===== config.mk =====
export PLATFORM = sky130hd
export DESIGN_NAME = oam_dma_arbiter
export DESIGN_NICKNAME = d
export VERILOG_FILES = /design/src/rtl/dmg_mem_pkg.sv /design/src/rtl/oam_dma_seq.sv /design/src/rtl/oam_dma_arbiter.sv
export SDC_FILE = /design/constraint.sdc
export NUM_CORES = 1
export LEC_CHECK = 0
export ABC_AREA = 0
export BUFFER_PORTS_ARGS = -buffer_cell sky130_fd_sc_hd__buf_4
export CAP_MARGIN = 40
export CELL_PAD_IN_SITES_DETAIL_PLACEMENT = 2
export CELL_PAD_IN_SITES_GLOBAL_PLACEMENT = 2
export CORE_MARGIN = 5
export CORE_UTILIZATION = 24
export CTS_BUF_LIST = sky130_fd_sc_hd__clkbuf_16
export CTS_CLUSTER_SIZE = 12
export DETAILED_ROUTE_END_ITERATION = 7
export PLACE_DENSITY = 0.93
export SYNTH_ARGS = -nofsm -noshare
export SYNTH_HDL_FRONTEND = slang
export SYNTH_HIERARCHICAL = 1
export SYNTH_SLANG_ARGS = --single-unit

===== constraint.sdc =====
create_clock -name clk -period 1.95 [get_ports clk]
set_input_delay 0.2925 -clock clk [delete_from_list [all_inputs] [get_ports clk]]
set_output_delay 0.2925 -clock clk [all_outputs]
set_load 0.01 [all_outputs]

===== src/rtl/dmg_mem_pkg.sv =====
// Shared types and defaults for the OAM DMA / CPU memory arbiter.
package dmg_mem_pkg;

  typedef enum logic [2:0] {
    IDLE,
    RD,
    WR,
    GAP,
    DONE
  } dma_state_e;

  localparam logic [15:0] OAM_BASE_DEFAULT = 16'hFE00;
  localparam int          DMA_LEN_DEFAULT  = 160;

endpackage


===== src/rtl/oam_dma_seq.sv =====
// OAM DMA sequencer: page latch, byte index and RD/WR address/enable generation.
// Latency: first RD one cycle after dma_start is sampled, one byte per RD+WR pair.
// Backpressure: none; optional GAP slot (ARB_CPU_SLOT_EN, via gap_req) lets the CPU in between bytes.
module oam_dma_seq
  import dmg_mem_pkg::*;
#(
  parameter int                     p_ADDR_BITS = 16,
  parameter int                     p_DMA_LEN   = DMA_LEN_DEFAULT,
  parameter logic [p_ADDR_BITS-1:0] p_OAM_BASE  = p_ADDR_BITS'(OAM_BASE_DEFAULT)
) (
  input  logic                   clk,
  input  logic                   rst_n,
  input  logic                   dma_start,
  input  logic [7:0]             dma_src_page,
  input  logic                   gap_req,
  output dma_state_e             dma_state,
  output logic                   dma_ren,
  output logic                   dma_wen,
  output logic [p_ADDR_BITS-1:0] dma_addr,
  output logic                   dma_busy,
  output logic                   dma_done
);

  dma_state_e state_q, state_d;
  logic [7:0] idx_q, idx_d;
  logic [7:0] page_q, page_d;
  logic       last_byte;

  assign last_byte = (idx_q == 8'(p_DMA_LEN - 1));

  always_ff @(posedge clk) begin
    if (!rst_n) begin
      state_q <= IDLE;
      idx_q   <= 8'h00;
      page_q  <= 8'h00;
    end else begin
      state_q <= state_d;
      idx_q   <= idx_d;
      page_q  <= page_d;
    end
  end

  always_comb begin
    state_d  = state_q;
    idx_d    = idx_q;
    page_d   = page_q;
    dma_ren  = 1'b0;
    dma_wen  = 1'b0;
    // Source index is 8 bits so the read address stays inside the latched page.
    dma_addr = p_ADDR_BITS'({page_q, idx_q});
    case (state_q)
      IDLE: begin
        if (dma_start) begin
          state_d = RD;
          page_d  = dma_src_page;
          idx_d   = 8'h00;
        end
      end
      RD: begin
        dma_ren = 1'b1;
        state_d = WR;
      end
      WR: begin
        dma_wen  = 1'b1;
        dma_addr = p_OAM_BASE + p_ADDR_BITS'(idx_q);
        idx_d    = idx_q + 8'd1;
        if (last_byte)    state_d = DONE;
        else if (gap_req) state_d = GAP;
        else              state_d = RD;
      end
      GAP:     state_d = RD;
      DONE:    state_d = IDLE;
      default: state_d = IDLE;
    endcase
  end

  assign dma_state = state_q;
  assign dma_busy  = (state_q == RD) || (state_q == WR) || (state_q == GAP);
  assign dma_done  = (state_q == DONE);

endmodule


===== src/rtl/oam_dma_arbiter.sv =====
// Arbitrates one single-port sync RAM between the CPU bus and the OAM DMA engine.
// Latency: CPU grant is combinational, read data valid one cycle after a granted read.
// Backpressure: CPU held off (cpu_gnt=0) while DMA owns the port; ARB_CPU_SLOT_EN adds per-byte CPU slots.
module oam_dma_arbiter
  import dmg_mem_pkg::*;
#(
  parameter int                     p_ADDR_BITS = 16,
  parameter int                     p_DATA_BITS = 8,
  parameter int                     p_DMA_LEN   = DMA_LEN_DEFAULT,
  parameter logic [p_ADDR_BITS-1:0] p_OAM_BASE  = p_ADDR_BITS'(OAM_BASE_DEFAULT)
) (
  input  logic                   clk,
  input  logic                   rst_n,
  input  logic                   cpu_req,
  input  logic                   cpu_wen,
  input  logic [p_ADDR_BITS-1:0] cpu_addr,
  input  logic [p_DATA_BITS-1:0] cpu_wdata,
  output logic                   cpu_gnt,
  output logic                   cpu_rvalid,
  output logic [p_DATA_BITS-1:0] cpu_rdata,
  input  logic                   dma_start,
  input  logic [7:0]             dma_src_page,
  output logic                   dma_busy,
  output logic                   dma_done,
  output logic [p_ADDR_BITS-1:0] mem_addr,
  output logic                   mem_ren,
  output logic                   mem_wen,
  output logic [p_DATA_BITS-1:0] mem_data,
  input  logic [p_DATA_BITS-1:0] mem_q
);

  dma_state_e             dma_state;
  logic                   dma_ren;
  logic                   dma_wen;
  logic [p_ADDR_BITS-1:0] dma_addr;
  logic                   gap_req;
  logic                   slot_open;
  logic                   cpu_rvalid_q, cpu_rvalid_d;

`ifdef ARB_CPU_SLOT_EN
  assign gap_req   = cpu_req;
  assign slot_open = (dma_state == GAP);
`else
  assign gap_req   = 1'b0;
  assign slot_open = 1'b0;
`endif

  oam_dma_seq #(
    .p_ADDR_BITS (p_ADDR_BITS),
    .p_DMA_LEN   (p_DMA_LEN),
    .p_OAM_BASE  (p_OAM_BASE)
  ) u_seq (
    .clk          (clk),
    .rst_n        (rst_n),
    .dma_start    (dma_start),
    .dma_src_page (dma_src_page),
    .gap_req      (gap_req),
    .dma_state    (dma_state),
    .dma_ren      (dma_ren),
    .dma_wen      (dma_wen),
    .dma_addr     (dma_addr),
    .dma_busy     (dma_busy),
    .dma_done     (dma_done)
  );

  // RD and WR are back to back, so the CPU can never land between them and overwrite q.
  always_comb begin
    cpu_gnt = rst_n & cpu_req &
              ((dma_state == IDLE) | (dma_state == DONE) | slot_open);
    mem_addr = dma_addr;
    mem_ren  = rst_n & dma_ren;
    mem_wen  = rst_n & dma_wen;
    mem_data = mem_q;
    if (cpu_gnt) begin
      mem_addr = cpu_addr;
      mem_ren  = ~cpu_wen;
      mem_wen  = cpu_wen;
      mem_data = cpu_wdata;
    end
    cpu_rvalid_d = cpu_gnt & ~cpu_wen;
  end

  always_ff @(posedge clk) begin
    if (!rst_n) cpu_rvalid_q <= 1'b0;
    else        cpu_rvalid_q <= cpu_rvalid_d;
  end

  assign cpu_rvalid = cpu_rvalid_q;
  assign cpu_rdata  = mem_q;

endmodule


==> impl_metrics.yaml <==
critical_path:
  rr_endpoint: "u_seq/idx_q[2]"
  crit_fanout: 6
  r2r_slack_ps: 130
  startpoint: "u_seq/dma_state[2]"
  start_kind: "register"
  critPathCaptureType: "output pin"
  crit_path_cell_trace: "or3b_4 > and2_4 > mux2_4 > buf_4"
  rr_worst_depth: 4
  reg2reg_from: "u_seq/dma_state[2]"
  cp_slowest_cell: "or3b_4"
  critPathMaxStageDelay_ps: 450
  required_ps: 1660
  worstPathArrival_ps: 1630
  criticalPathCategory: "reg -> out"
clock_tree:
  cts_made_buffers: 3
  clockBufferDepth: 2
  clk_latency_ps: 250
  cts_hold_buf: 0
  cts_root_buf: "clkbuf_16"
  htree_levels: 1
  cts_tree: "yes"
  cts.sinks: 20
  path_clk_slew_ps: 60
yosys:
  yosys.cell_count.top_type: "nand2_1"
  syn_area_um2: 1440
  avgSynthCellArea_um2: 9.06
  synth_edf_count: 0
  synth_largest_area_cell: "dfxtp_1"
  synth_area_leaders: "dfxtp_1 28%, mux2_4 18%, nand2_1 6.8%, mux2_2 5.5%, nand2b_1 4.8%"
  synth_nets: 205
  synth_cells: 159
  ys.flop_type: "dfxtp_1"
  yosysTopAreaCellShare: 0.278
  synth_commonest_cells: "26 x nand2_1, 20 x dfxtp_1, 17 x mux2_4"
  async_flop_share: 0
  yosysWarnings: 6
  synth_seq_area_share: 0.278
  ys_ff_latch: 20
  synth_cell_types: 42
detailed_routing:
  first_iter_violations: 42
  wirelength_um: 5140
  ant_nets: 0
  dr_total_vias: 1477
  wl_per_cell_um: 16.4
  via_per_inst: 4.70
  firstDrtPassIters: 4
  remaining_drc_errors: 0
layout:
  area_delta_synth_final_pct: 52.9
  final_nets: 286
  diodes: 0
  drive_gt1_frac: 0.540
  multi_input_area_um2: 891
  nFillCells: 688
  ff_latch_area_um2: 409
place:
  hpwlAfterDp_um: 4150
  io_buffers: 82
  place_congestion: 0.700
worst_hold_path:
  min_from: "cpu_wen"
  hold_depth: 2
  min_path_type: "in -> reg"
  holdPathEnd: "cpu_rvalid"
sta:
  finalSetupTns_ps: 0
  finalCriticalPeriod_ps: 1920
  fin_worst_skew_ps: 2.25
  finalCritPeriodShare: 0.984
  hold_violations: 0
  final_max_slew_viol_count: 0
  setup_viol: 0
  max_freq_mhz: 521
die:
  row_count: 28
  die_width_um: 87.5
  fp.dieH_um: 87.5
  die_area_um2: 7650
  coreArea_um2: 5890
  initial_utilization: 0.245
  io_pins: 83
job:
  maxCapViolations: 0
pwr:
  powerDensity_nw_per_um2: 590
  finalPower_uw: 1300
  power_leakage_uw: 0.00107
  ir_worst_vdd_uv: 383
global_route:
  gr-total-overflow: 0
  antenna_found_initial: 0
  grt_max_degree: 22
  grt_pass1_wl_um: 7770
  grt_pass1_vias: 1585
  grt.total_usage: 0.128
status:
  status: "completed"
[state kept, by name, indices dropped and copies added, names as in the netlist]
register         flops
u_seq/idx_q          8
cpu_rvalid           1
u_seq/dma_state      3
u_seq/page_q         8
[kinds of logic (layout without fill, tap and decap cells)]
logic type	after synthesis	after routing	share of synthesized area
muxes	27	27	0.253
DFF	20	20	0.278
AOI/OAI and AO/OA	22	22	0.0973
adders and majority gates	1	1	0.00869
other	1	1	0.00260
and+or+nand+nor	66	66	0.252
buffers and inverters	22	102	0.109
[cells in the final DEF, fill, tap and decap left out, types with 2 or more instances in the layout]
cell | netlist | final
buf_4 | 8 | 92
nand2_1 | 26 | 26
mux2_4 | 17 | 17
dfxtp_1 | 20 | 17
a21oi_1 | 12 | 12
nand2b_1 | 11 | 11
mux2_2 | 7 | 7
nand3_1 | 7 | 7
inv_1 | 4 | 4
mux2i_1 | 3 | 3
nor2_1 | 3 | 3
clkbuf_16 | 0 | 3
a311oi_1 | 3 | 3
nand4_1 | 2 | 2
nor3_1 | 2 | 2
a41oi_1 | 2 | 2
dfxtp_4 | 0 | 2
[power breakdown]
group          switching (uW)  internal (uW)
Sequential               14.0            425
Combinational             180            250
Clock                     156            273
[timing repair]
action                     4_1_cts  5_1_grt
buffers inserted                 1        2
setup endpoints to repair        5        2
gates resized for setup          2        4
pin swaps                        1        1
[layer usage]
metal,GRT usage,wire length (um)
met2,0.249,2770
met5,0,0
met1,0.138,1960
met3,0.0360,384
met4,0.0167,15
[final cells by class]
type / count / share of cell area
Multi-Input combinational cell: 117 / 0.405
Clock buffer: 3 / 0.0341
Timing Repair Buffer: 93 / 0.323
Sequential cell: 20 / 0.186
Tap cell: 75 / 0.0426
Inverter: 5 / 0.00852
Clock inverter: 1 / 0.00170
[stage by stage]
| stage | instances | area (um2) | hold WS [ps] | worst slack (ps) | util |
|---|---|---|---|---|---|
| 3_3_place_gp | 307 | 2090 | 441 | 237 | 0.355 |
| 4_1_cts | 312 | 2180 | 213 | 12.0 | 0.370 |
| 5_1_grt | 314 | 2200 | 223 | -4.71 | 0.374 |
| 2_1_floorplan | 159 | 1440 | 365 | 176 | - |
| 6_report | 314 | 2200 | 217 | 31.4 | 0.374 |
| 3_5_place_dp | 307 | 2090 | 451 | 186 | 0.355 |
[critical path, delay by kind of cell, from the launching register on]
family / cells / cell delay, ps
buf+inv: 1 / 150
flops: 1 / 350
mux: 1 / 250
simple gates: 2 / 630
[how the worst max path moves through the flow]
stage / slack, ps / end / cells past startpoint
final: 30 / mem_addr[8] / 4
after global routing: -5 / mem_addr[8] / 4
after floorplan: 180 / mem_addr[8] / 4
after detailed placement: 190 / u_seq/idx_q[2] / 4
after CTS: 10 / mem_addr[8] / 4
after global placement: 240 / mem_addr[8] / 4
Power figures use the tool's default switching activity.
